--- config.mk ---
export PLATFORM = sky130hd
export DESIGN_NAME = fifo_ctrl_flat
export DESIGN_NICKNAME = d
export VERILOG_FILES = /design/src/rtl/fifo_ctrl_pkg.sv /design/src/rtl/fifo_ctrl_if.sv /design/src/rtl/fifo_ptr.sv /design/src/rtl/fifo_ctrl.sv /design/src/flat_wrapper.sv
export SDC_FILE = /design/constraint.sdc
export NUM_CORES = 1
export LEC_CHECK = 0
export BUFFER_PORTS_ARGS = -buffer_cell sky130_fd_sc_hd__buf_2
export CAP_MARGIN = 20
export CORE_UTILIZATION = 50
export DETAILED_ROUTE_END_ITERATION = 10
export PLACE_DENSITY = 0.76
export RECOVER_POWER = 50
export SLEW_MARGIN = 0
export SYNTH_ARGS = -nofsm -noshare
export SYNTH_HDL_FRONTEND = slang
export SYNTH_SLANG_ARGS = --single-unit
--- constraint.sdc ---
create_clock -name i_clk -period 3.16 [get_ports i_clk]
set_input_delay 0.632 -clock i_clk [delete_from_list [all_inputs] [get_ports i_clk]]
set_output_delay 0.632 -clock i_clk [all_outputs]
set_load 0.02 [all_outputs]
--- src/rtl/fifo_ctrl_pkg.sv ---
// Shared definitions for the FIFO pointer/flag controller.
// Holds the default SRAM address width, the pointer-width helper and the
// encoding of the per-cycle accepted request, which drives the count update.
package fifo_ctrl_pkg;

    localparam int FIFO_DEF_ADDR_WIDTH = 8;

    // Pointers carry one extra wrap bit above the SRAM address bits.
    function automatic int ptrWidth(input int addrWidth);
        return addrWidth + 1;
    endfunction

    // Accepted request this cycle, encoded as {push_ok, pop_ok}.
    typedef enum logic [1:0] {
        REQ_NONE = 2'b00,
        REQ_POP  = 2'b01,
        REQ_PUSH = 2'b10,
        REQ_BOTH = 2'b11
    } fifoReq_e;

endpackage

--- src/rtl/fifo_ctrl_if.sv ---
// User-side handshake bundle of the FIFO controller.
// The master drives push/pop; the slave (fifo_ctrl) returns status, flags and
// the read-valid strobe that qualifies SRAM Dout.
interface fifo_ctrl_if
    import fifo_ctrl_pkg::*;
#(
    parameter int ADDR_WIDTH = FIFO_DEF_ADDR_WIDTH
);
    logic                  push;
    logic                  pop;
    logic                  rd_valid;
    logic                  full;
    logic                  empty;
    logic [ADDR_WIDTH:0]   count;
    logic                  overflow;
    logic                  underflow;
    logic                  almost_full;
    logic                  almost_empty;

    modport master (
        output push, pop,
        input  rd_valid, full, empty, count, overflow, underflow,
               almost_full, almost_empty
    );

    modport slave (
        input  push, pop,
        output rd_valid, full, empty, count, overflow, underflow,
               almost_full, almost_empty
    );
endinterface

--- src/rtl/fifo_ptr.sv ---
// Wrapping FIFO pointer: address bits plus one wrap bit, advanced by one
// whenever the increment enable is high. Used once for writes, once for reads.
module fifo_ptr #(
    parameter int PTR_WIDTH = 9
) (
    input  logic                 i_clk,
    input  logic                 i_rst_n,
    input  logic                 i_inc,
    output logic [PTR_WIDTH-1:0] o_ptr
);
    logic [PTR_WIDTH-1:0] r_ptr;

    // Advance on enable; natural overflow toggles the wrap bit.
    always_ff @(posedge i_clk or negedge i_rst_n) begin
        if (!i_rst_n) begin
            r_ptr <= '0;
        end else if (i_inc) begin
            r_ptr <= r_ptr + PTR_WIDTH'(1);
        end
    end

    assign o_ptr = r_ptr;
endmodule

--- src/rtl/fifo_ctrl.sv ---
// Pointer/flag controller for a synchronous FIFO in front of a dual-address
// SRAM. Data never passes through here; only addresses, enables and status.
// Optional almost-full/almost-empty flags are built when FIFO_ALMOST_FLAGS_EN
// is defined; otherwise both flags are tied low.
module fifo_ctrl
    import fifo_ctrl_pkg::*;
#(
    parameter int ADDR_WIDTH = FIFO_DEF_ADDR_WIDTH,
    parameter int AF_THRESH  = 2**ADDR_WIDTH - 4,
    parameter int AE_THRESH  = 4
) (
    input  logic                  i_clk,
    input  logic                  i_rst_n,
    fifo_ctrl_if.slave            io_user,
    output logic                  o_sram_wr_en,
    output logic                  o_sram_rd_en,
    output logic                  o_sram_cs,
    output logic [ADDR_WIDTH-1:0] o_sram_waddr,
    output logic [ADDR_WIDTH-1:0] o_sram_raddr
);
    localparam int PTR_W = ptrWidth(ADDR_WIDTH);

    // Thresholds must be representable occupancies.
    if (AF_THRESH < 0 || AF_THRESH > 2**ADDR_WIDTH ||
        AE_THRESH < 0 || AE_THRESH > 2**ADDR_WIDTH) begin : gBadThresh
        $error("fifo_ctrl: almost-flag threshold outside 0..depth");
    end

    logic [PTR_W-1:0] w_wptr;
    logic [PTR_W-1:0] w_rptr;
    logic             w_full;
    logic             w_empty;
    logic             w_pushOk;
    logic             w_popOk;
    fifoReq_e         w_req;
    logic [PTR_W-1:0] w_countNext;
    logic [PTR_W-1:0] r_count;
    logic             r_rdValid;
    logic             r_overflow;
    logic             r_underflow;

    fifo_ptr #(.PTR_WIDTH(PTR_W)) uWritePtr (
        .i_clk   (i_clk),
        .i_rst_n (i_rst_n),
        .i_inc   (w_pushOk),
        .o_ptr   (w_wptr)
    );

    fifo_ptr #(.PTR_WIDTH(PTR_W)) uReadPtr (
        .i_clk   (i_clk),
        .i_rst_n (i_rst_n),
        .i_inc   (w_popOk),
        .o_ptr   (w_rptr)
    );

    // Flags come straight from the registered pointers, so push/pop never
    // reach them combinationally. A pop frees a slot for a same-cycle push.
    assign w_full   = (w_wptr[ADDR_WIDTH-1:0] == w_rptr[ADDR_WIDTH-1:0]) &&
                      (w_wptr[ADDR_WIDTH] != w_rptr[ADDR_WIDTH]);
    assign w_empty  = (w_wptr == w_rptr);
    assign w_popOk  = io_user.pop & ~w_empty;
    assign w_pushOk = io_user.push & (~w_full | w_popOk);
    assign w_req    = fifoReq_e'({w_pushOk, w_popOk});

    // The SRAM keeps Dout driven through the rd_valid cycle, so rd_en spans
    // both the request cycle and the cycle the data is presented.
    assign o_sram_wr_en = w_pushOk;
    assign o_sram_rd_en = w_popOk | r_rdValid;
    assign o_sram_cs    = o_sram_wr_en | o_sram_rd_en;
    assign o_sram_waddr = w_wptr[ADDR_WIDTH-1:0];
    assign o_sram_raddr = w_rptr[ADDR_WIDTH-1:0];

    // Next occupancy: simultaneous push and pop leave it unchanged.
    always_comb begin
        w_countNext = r_count;
        case (w_req)
            REQ_PUSH: w_countNext = r_count + PTR_W'(1);
            REQ_POP:  w_countNext = r_count - PTR_W'(1);
            default:  w_countNext = r_count;
        endcase
    end

    // Occupancy, read-valid strobe and rejection pulses.
    always_ff @(posedge i_clk or negedge i_rst_n) begin
        if (!i_rst_n) begin
            r_count     <= '0;
            r_rdValid   <= 1'b0;
            r_overflow  <= 1'b0;
            r_underflow <= 1'b0;
        end else begin
            r_count     <= w_countNext;
            r_rdValid   <= w_popOk;
            r_overflow  <= io_user.push & ~w_pushOk;
            r_underflow <= io_user.pop & ~w_popOk;
        end
    end

    assign io_user.rd_valid  = r_rdValid;
    assign io_user.full      = w_full;
    assign io_user.empty     = w_empty;
    assign io_user.count     = r_count;
    assign io_user.overflow  = r_overflow;
    assign io_user.underflow = r_underflow;

`ifdef FIFO_ALMOST_FLAGS_EN
    logic r_almostFull;
    logic r_almostEmpty;

    // Almost flags track the occupancy being loaded on the same edge.
    always_ff @(posedge i_clk or negedge i_rst_n) begin
        if (!i_rst_n) begin
            r_almostFull  <= 1'b0;
            r_almostEmpty <= 1'b1;
        end else begin
            r_almostFull  <= (w_countNext >= PTR_W'(AF_THRESH));
            r_almostEmpty <= (w_countNext <= PTR_W'(AE_THRESH));
        end
    end

    assign io_user.almost_full  = r_almostFull;
    assign io_user.almost_empty = r_almostEmpty;
`else
    assign io_user.almost_full  = 1'b0;
    assign io_user.almost_empty = 1'b0;
`endif

endmodule

--- src/flat_wrapper.sv ---
// flat-port wrapper written by rule: the top's interface ports become plain ports
module fifo_ctrl_flat import fifo_ctrl_pkg::*;
#(
    parameter int ADDR_WIDTH = FIFO_DEF_ADDR_WIDTH,
    parameter int AF_THRESH  = 2**ADDR_WIDTH - 4,
    parameter int AE_THRESH  = 4
)
  (i_clk, i_rst_n, o_sram_wr_en, o_sram_rd_en, o_sram_cs, o_sram_waddr, o_sram_raddr, io_user_push, io_user_pop, io_user_rd_valid, io_user_full, io_user_empty, io_user_count, io_user_overflow, io_user_underflow, io_user_almost_full, io_user_almost_empty);
  fifo_ctrl_if #(.ADDR_WIDTH(ADDR_WIDTH)) io_user_i ();
  input  logic i_clk;
  input  logic i_rst_n;
  output logic o_sram_wr_en;
  output logic o_sram_rd_en;
  output logic o_sram_cs;
  output logic [ADDR_WIDTH-1:0] o_sram_waddr;
  output logic [ADDR_WIDTH-1:0] o_sram_raddr;
  input wire logic [$bits(io_user_i.push)-1:0] io_user_push;
  input wire logic [$bits(io_user_i.pop)-1:0] io_user_pop;
  output wire logic [$bits(io_user_i.rd_valid)-1:0] io_user_rd_valid;
  output wire logic [$bits(io_user_i.full)-1:0] io_user_full;
  output wire logic [$bits(io_user_i.empty)-1:0] io_user_empty;
  output wire logic [$bits(io_user_i.count)-1:0] io_user_count;
  output wire logic [$bits(io_user_i.overflow)-1:0] io_user_overflow;
  output wire logic [$bits(io_user_i.underflow)-1:0] io_user_underflow;
  output wire logic [$bits(io_user_i.almost_full)-1:0] io_user_almost_full;
  output wire logic [$bits(io_user_i.almost_empty)-1:0] io_user_almost_empty;
  assign io_user_i.push = io_user_push;
  assign io_user_i.pop = io_user_pop;
  assign io_user_rd_valid = io_user_i.rd_valid;
  assign io_user_full = io_user_i.full;
  assign io_user_empty = io_user_i.empty;
  assign io_user_count = io_user_i.count;
  assign io_user_overflow = io_user_i.overflow;
  assign io_user_underflow = io_user_i.underflow;
  assign io_user_almost_full = io_user_i.almost_full;
  assign io_user_almost_empty = io_user_i.almost_empty;
  fifo_ctrl #(.ADDR_WIDTH(ADDR_WIDTH), .AF_THRESH(AF_THRESH), .AE_THRESH(AE_THRESH)) u_core (.i_clk(i_clk), .i_rst_n(i_rst_n), .io_user(io_user_i), .o_sram_wr_en(o_sram_wr_en), .o_sram_rd_en(o_sram_rd_en), .o_sram_cs(o_sram_cs), .o_sram_waddr(o_sram_waddr), .o_sram_raddr(o_sram_raddr));
endmodule
==> impl_metrics.toml, run 1 <==
[status]
run_status = "complete, but fails checks"
violations = "max-capacitance violations, max-slew violations"

[drt]
dr.pass1.iters = 4
ant_nets = 0
viasPerCell = 5.68
dr_total_vias = 1796
wl_per_cell_um = 15.8
routed_wl_um = 4990
post-route-drc-count = 0
drt_iter0_markers = 167

[power]
total_power_mw = 2.72
power.density_nw_per_um2 = 1060
peakVddDrop_mv = 0.670
p_leak_nw = 1.20

[synth]
yosysTopAreaCellShare = 0.349
synth_area_um2 = 2150
yosys_warnings = 0
synth_area_per_cell_um2 = 9.56
synth-main-ff-cell = "dfrtp_1"
synth-async-reset-ratio = 1.00
synth_edf_count = 0
synthTopCellsByArea = "dfrtp_1 35%, xor2_1 7.3%, buf_4 6.6%"
synth-seq-cells = 30
synth_cell_type_count = 54
synth.largest_area_cell = "dfrtp_1"
synth_cells = 225
synth-seq-area-share = 0.349

[global_route]
grt_max_degree = 32
grt_pass1_wl_um = 7820
gr-total-overflow = 0
antenna_found_initial = 0
first_global_vias = 1655
grt_use_total = 0.233

[place]
place_ws_ns = 0.0312
place_inst = 304
gp_routability_congestion = 0.851
dp_hpwl_um = 3590
postPlaceCellArea_um2 = 2350
io_buffer_count = 36

[timing]
finalCritPeriodShare = 0.953
drv_slew = 31
hold_viol_final = 0
worst_pin_slew_ns = 1.63
fmax_mhz = 332
post-route-min-period_ns = 3.01
worst_slack_ns = 0.147
finalClockSkew_ns = 0.00533
slew_headroom = -0.0881
hold_slack_ns = 0.468
finalSetupViolations = 0

[layout]
nFillCells = 333
area_growth_pct = 19.5
nets = 280
fin_cells = 316
multi_input_area_um2 = 1290
diodes = 0
drive_gt1_frac = 0.335
regArea_um2 = 756
final_area_um2 = 2570

[clock_network]
htree_num_levels = 2
cts_hold_buf = 0
cts_max_path_buffers = 2
cts_buffers = 5
clkLatencyLatePin_ns = 0.28
cts_tree = "done"
cts-root-buf = "clkbuf_8"
clk_pin_slew_ns = 0.07
clock_sinks = 30

[floorplanning]
chipHeight_um = 67.6
num_rows = 23
die_area_um2 = 4570
ioPinCount = 39
start_util = 0.530
fp.dieW_um = 67.6
design.core.area_um2 = 4060

[min_path]
hp-class = "reg2reg"

[critical_path]
crit_path_max_fanout = 8
cp-end-kind = "flip-flop"
path_class = "reg2reg"
worstPathArrival_ns = 3.20
setup.worst_path.start_class = "flip-flop"
crit_required_ns = 3.35

[job]
max_cap_violations = 1
## registers in the layout, indices dropped and copies added, names as in the netlist
name and cells:
u_core.io_user.count 9, u_core.uReadPtr.o_ptr 9, u_core.uWritePtr.o_ptr 9, u_core.io_user.overflow 1, u_core.io_user.rd_valid 1, u_core.io_user.underflow 1
## synthesized netlist by cell type, drive strengths merged (2+ instances only)
cell	n
ha	9
nand2	14
xor2	18
nand2b	2
o22ai	2
and3	3
nand3	3
a21o	2
o2bb2ai	2
mux2	3
a22oi	2
a221oi	2
nor2	28
a31oi	4
and4	2
clkbuf	2
a21oi	6
xnor2	15
nand4	6
o311ai	2
a211oi	5
mux2i	3
o21ai	8
buf	21
inv	7
nor3	5
dfrtp	30
a2111oi	2
## cells in the final DEF, fill, tap and decap left out, drive strengths merged, types with 5 or more instances in the layout
cell    Yosys  final
a211oi      5      5
a21oi       6      6
buf        21     49
clkbuf      2     13
dfrtp      30     30
ha          9      9
inv         7      7
nand2      14     14
nand4       6      6
nor2       28     28
nor3        5      5
o21ai       8      8
xnor2      15     15
xor2       18     18
## power breakdown
group / total, mW / internal [mW] / switching (mW)
clock: 0.398 / 0.252 / 0.146
sequential: 0.757 / 0.544 / 0.213
combinational: 1.56 / 0.711 / 0.852
total: 2.72 / 1.51 / 1.21
## layout make-up
cell class                      count  share of cell area
Clock buffer                        6              0.0321
Clock inverter                      1              0.0117
Sequential cell                    30               0.294
Inverter                            7              0.0112
Multi-Input combinational cell    166               0.504
Timing Repair Buffer               56               0.123
Tap cell                           50              0.0243
## worst max-delay path, stage by stage, from the launching register on
cell and delay [ns]:
dfrtp_2 0.44, xnor2_2 0.20, and4_4 0.28, a31oi_4 0.10
nand2b_4 0.11, inv_4 0.07, fa_2 0.41, a211oi_2 0.23
nor2_1 0.09, o31ai_2 0.28, o311ai_2 0.18, a31o_1 0.26
a221oi_2 0.26
## timing repair
item	in CTS	in global routing
resized for setup	0	17
setup buffers	0	5
setup endpoints to repair	0	5
## per-layer routing
layer / track usage / up-vias / part of all wire
met3: 0.0507 / 10 / 0.046
met4: 0.0957 / 0 / 0.019
met1: 0.326 / 862 / 0.46
met2: 0.344 / 54 / 0.48
met5: 0 / - / 0
li1: - / 870 / -
## path summary, 6_finish.rpt
path                                     startpoint                        end  slack, ns  cells after the start
min                         u_core.io_user.count[8]    u_core.io_user.count[8]       0.47                      1
max in group asynchronous                   i_rst_n  u_core.uWritePtr.o_ptr[6]       1.34                      1
min in group asynchronous                   i_rst_n   u_core.uReadPtr.o_ptr[1]       0.75                      1
max reg2reg                u_core.uReadPtr.o_ptr[6]    u_core.io_user.count[6]       0.15                     12
min reg2reg                 u_core.io_user.count[8]    u_core.io_user.count[8]       0.47                      1
max                        u_core.uReadPtr.o_ptr[6]    u_core.io_user.count[6]       0.15                     12
## kinds of logic after synthesis
family / Yosys count / share of synthesized area
flip-flops: 30 / 0.349
adder cells (fa/ha/maj): 10 / 0.0616
AO/OA/AOI/OAI: 46 / 0.177
multiplexers: 6 / 0.0297
AND/OR/NAND/NOR: 69 / 0.160
XOR/XNOR: 33 / 0.134
buffers and inverters: 30 / 0.0866
other: 1 / 0.00174
## stage by stage
step	utilization	TNS, ns
floorplan	-	0
global placement	0.579	0
detailed placement	0.579	0
CTS	0.607	0
global route	0.634	-0.0303
finish	0.634	0
Note: power is estimated with default switching activity, not from simulation.
==> inputs of run 2 (changes only) <==
--- a/config.mk
+++ b/config.mk
@@ -11,6 +11,7 @@
 export DETAILED_ROUTE_END_ITERATION = 10
 export PLACE_DENSITY = 0.76
 export RECOVER_POWER = 50
+export REMOVE_ABC_BUFFERS = 1
 export SLEW_MARGIN = 0
 export SYNTH_ARGS = -nofsm -noshare
 export SYNTH_HDL_FRONTEND = slang
==> impl_metrics.toml, run 2 (synthesis gave the netlist of run 1 again) <==
[drt]
ant_nets = 0
dr_total_vias = 1790
viasPerCell = 5.61
post-route-drc-count = 0
drt_iter0_markers = 144
wl_per_cell_um = 15.0
routed_wl_um = 4800
dr.pass1.iters = 4

[layout]
nets = 283
multi_input_area_um2 = 1280
drive_gt1_frac = 0.375
area_growth_pct = 19.1
diodes = 0
regArea_um2 = 762
final_cell_mix = "35 x buf_2, 28 x nor2_1, 23 x buf_4"
final_area_um2 = 2560
nFillCells = 306
final_common_cell = "buf_2"

[floorplanning]
start_util = 0.530
chipHeight_um = 67.6
die_area_um2 = 4570
fp.dieW_um = 67.6
design.core.area_um2 = 4060
num_rows = 23
ioPinCount = 39

[critical_path]
rrSetupSlack_ns = 0.03
path_class = "reg2reg"
path_buf_inv = 1
crit_path_max_incr_delay_ns = 0.42
crit_required_ns = 3.36
rr_worst_depth = 12
crit_path_max_fanout = 8
crit_chain = "xnor2_1 -> and4_4 -> a31oi_4 -> nand2b_1 -> inv_4 -> fa_2 -> a211oi_2 -> nor2_1 -> o31ai_2 -> o311ai_2 -> a31o_1 -> a221oi_2"
crit_family = "compound AO/OA/AOI/OAI gates"
cp-end-kind = "flip-flop"
worst-path-stages = 12
worstPathArrival_ns = 3.32
cpMaxStageDelayCell = "fa_2"
setup.worst_path.start_class = "flip-flop"

[power]
p_leak_nw = 1.20
power.density_nw_per_um2 = 1030
peakVddDrop_mv = 0.775
total_power_mw = 2.63

[timing]
finalCritPeriodShare = 0.990
finalClockSkew_ns = 0.00695
post-route-min-period_ns = 3.13
worst_pin_slew_ns = 1.58
fmax_mhz = 320
finalSetupViolations = 0
hold_viol_final = 0
drv_slew = 31
slew_headroom = -0.0549
worst_slack_ns = 0.0322

[clock_network]
cts_tree = "done"
cts_max_path_buffers = 2
clk_pin_slew_ns = 0.07
htree_num_levels = 2
cts_hold_buf = 0
cts_buffers = 5
cts-root-buf = "clkbuf_8"
clock_sinks = 30
clkLatencyLatePin_ns = 0.29

[place]
dp_hpwl_um = 3420
gp_routability_congestion = 0.908
io_buffer_count = 36
place_ws_ns = -0.0699
postPlaceCellArea_um2 = 2340

[global_route]
antenna_found_initial = 0
grt_use_total = 0.225
grt_util_met3 = 0.0507
grt_max_degree = 32
first_global_vias = 1576
grt_pass1_wl_um = 7530
gr-total-overflow = 0
global_route.usage.met1 = 0.299
met2_usage = 0.350
top_usage_layer = "met2"

[status]
run_status = "complete, but fails checks"
violations = "max-capacitance violations, max-slew violations"

[job]
max_cap_violations = 1

[min_path]
holdPathStages = 1
hp-class = "reg2reg"
## run 2: cell types whose count changed in the layout (fill, tap and decap cells not counted), sizes merged
cell / previous run / this run
clkbuf: 13 / 6
bufinv: 1 / 0
clkinv: 0 / 2
buf: 49 / 58
## run 2: worst register-to-register path, cell delays in order, from the launching register on
cell      delay, ns
dfrtp_1        0.40
xnor2_1        0.23
and4_4         0.29
a31oi_4        0.08
nand2b_1       0.15
inv_4          0.08
fa_2           0.42
a211oi_2       0.24
nor2_1         0.10
o31ai_2        0.30
o311ai_2       0.21
a31o_1         0.27
a221oi_2       0.26
## run 2: cell type report
type                       count  share of cell area
inverter                       7              0.0112
timing repair buffer          59               0.137
clock inverter                 2             0.00390
sequential                    30               0.297
tap                           50              0.0244
clock buffer                   5              0.0268
multi-input combinational    166               0.499
## run 2: power breakdown
part	internal, mW	switching [mW]
Combinational	0.730	0.848
Clock	0.147	0.148
Sequential	0.552	0.206
Total	1.43	1.20
## run 2: metal layers
metal,vias up,part of all wire
li1,871,-
met1,844,0.45
met2,68,0.48
met3,7,0.063
met4,0,0.012
met5,-,0
## run 2: timing repair
| item | in CTS | in global routing |
|---|---|---|
| setup buffers | 0 | 9 |
| gates resized for setup | 3 | 17 |
| pin swaps | 0 | 9 |
| setup endpoints to repair | 1 | 4 |
## run 2: final timing paths
| check | from | to |
|---|---|---|
| setup / recovery | u_core.uWritePtr.o_ptr[2] | u_core.io_user.count[6] |
| hold / removal | u_core.io_user.count[8] | u_core.io_user.count[8] |
| setup reg to reg | u_core.uWritePtr.o_ptr[2] | u_core.io_user.count[6] |
| hold reg to reg | u_core.io_user.count[8] | u_core.io_user.count[8] |
| max in group asynchronous | i_rst_n | u_core.uReadPtr.o_ptr[5] |
| min in group asynchronous | i_rst_n | u_core.io_user.count[4] |
## run 2: stage by stage
step	setup TNS [ns]	hold WS (ns)	std cells	util
5_1_grt	-0.117	0.503	319	0.632
6_report	0	0.466	319	0.632
4_1_cts	0	0.404	310	0.601
3_5_place_dp	-0.0699	0.463	303	0.578
2_1_floorplan	0	0.336	203	-
3_3_place_gp	0	0.459	303	0.578
==> inputs of run 3 (changes only) <==
--- a/config.mk
+++ b/config.mk
@@ -5,7 +5,7 @@
 export SDC_FILE = /design/constraint.sdc
 export NUM_CORES = 1
 export LEC_CHECK = 0
-export BUFFER_PORTS_ARGS = -buffer_cell sky130_fd_sc_hd__buf_2
+export BUFFER_PORTS_ARGS = -buffer_cell sky130_fd_sc_hd__buf_4
 export CAP_MARGIN = 20
 export CORE_UTILIZATION = 50
 export DETAILED_ROUTE_END_ITERATION = 10
==> impl_metrics.toml, run 3 (synthesis gave the netlist of run 1 again) <==
[status]
run_status = "complete, but fails checks"
violations = "max-capacitance violations, max-slew violations"

[clock_network]
cts_tree = "done"
cts_buffers = 5
clkLatencyLatePin_ns = 0.29
cts-root-buf = "clkbuf_8"
htree_num_levels = 2
clk_pin_slew_ns = 0.06
clock_sinks = 30
cts_max_path_buffers = 2
cts_hold_buf = 0

[place]
postPlaceCellArea_um2 = 2430
place_ws_ns = 0.0685
place_inst = 303
io_buffer_count = 36
gp_routability_congestion = 0.860
dp_hpwl_um = 3400

[critical_path]
worstPathArrival_ns = 3.24
path_class = "reg2reg"
crit_required_ns = 3.36
setup.worst_path.start_class = "flip-flop"
crit_path_max_fanout = 6
cp-end-kind = "flip-flop"

[drt]
routed_wl_um = 4810
dr.pass1.iters = 4
drt_iter0_markers = 108
post-route-drc-count = 0
wl_per_cell_um = 15.4
viasPerCell = 5.73
dr_total_vias = 1794
ant_nets = 0

[job]
max_cap_violations = 1

[layout]
final_cell_mix = "52 x buf_4, 28 x nor2_1, 26 x dfrtp_1"
final_core_util = 0.647
nFillCells = 330
nets = 277
drive_gt1_frac = 0.338
regArea_um2 = 756
multi_input_area_um2 = 1270
final_area_um2 = 2630
fin_cells = 313
area_growth_pct = 22.0
diodes = 0
final_common_cell = "buf_4"

[floorplanning]
design.core.area_um2 = 4060
num_rows = 23
start_util = 0.530
die_area_um2 = 4570
ioPinCount = 39
fp.dieW_um = 67.6
chipHeight_um = 67.6

[global_route]
grt_use_total = 0.239
antenna_found_initial = 0
grt_max_degree = 32
first_global_vias = 1663
gr-total-overflow = 0
grt_pass1_wl_um = 7980

[timing]
post-route-min-period_ns = 3.04
finalSetupViolations = 0
drv_slew = 31
worst_slack_ns = 0.117
worst_pin_slew_ns = 1.63
finalCritPeriodShare = 0.963
hold_slack_ns = 0.471
slew_headroom = -0.0836
fin_setup_tns_ns = 0
hold_viol_final = 0
finalClockSkew_ns = 0.00376
fmax_mhz = 329

[min_path]
hp-class = "reg2reg"

[power]
p_leak_nw = 1.21
total_power_mw = 2.74
peakVddDrop_mv = 0.608
power.density_nw_per_um2 = 1050
run 3: cell count changes in the layout (fill, tap and decap cells not counted), sizes merged:
cell / change
buf: -6
bufinv: +1
clkbuf: +1
clkinv: -2
run 3: repair_timing:
item	4_1_cts	5_1_grt
gates resized for setup	1	14
pin swaps	0	4
buffers inserted	0	3
endpoints found under the hold margin	0	0
setup endpoints to repair	1	4
run 3: per-layer routing:
layer | vias up | GRT usage | part of all wire | wire (µm)
li1 | 862 | - | - | -
met3 | 12 | 0.0574 | 0.055 | 263
met5 | - | 0 | 0 | 0
met2 | 67 | 0.381 | 0.47 | 2270
met4 | 0 | 0.106 | 0.022 | 104
met1 | 853 | 0.303 | 0.45 | 2170
run 3: power by group:
part | switching [mW] | total [mW] | internal, mW
clock network | 0.146 | 0.397 | 0.252
registers | 0.223 | 0.769 | 0.546
logic | 0.818 | 1.58 | 0.759
total | 1.19 | 2.74 | 1.56
run 3: final timing paths:
check | slack (ns) | to | depth (start not counted) | startpoint
hold / removal | 0.47 | u_core.io_user.count[8] | 1 | u_core.io_user.count[8]
max in group asynchronous | 1.35 | u_core.uReadPtr.o_ptr[4] | 1 | i_rst_n
min in group asynchronous | 0.75 | u_core.io_user.count[4] | 1 | i_rst_n
hold reg to reg | 0.47 | u_core.io_user.count[8] | 1 | u_core.io_user.count[8]
setup reg to reg | 0.12 | u_core.io_user.count[6] | 12 | u_core.uReadPtr.o_ptr[1]
setup / recovery | 0.12 | u_core.io_user.count[6] | 12 | u_core.uReadPtr.o_ptr[1]
run 3: critical path, cell delays in order, from the launching register on:
cell	delay [ns]
dfrtp_1	0.47
xnor2_2	0.19
and4_4	0.28
a31oi_4	0.09
nand2b_1	0.11
inv_2	0.08
fa_2	0.43
a211oi_2	0.22
nor2_1	0.09
o31ai_2	0.28
o311ai_2	0.20
a31o_1	0.26
a221oi_2	0.25
run 3: cell type report:
cell class,instances,area share
clock buffer,6,0.0315
clock inverter,1,0.0114
sequential,30,0.288
timing repair buffer,53,0.150
inverter,7,0.0100
tap,50,0.0238
multi-input combinational,166,0.485
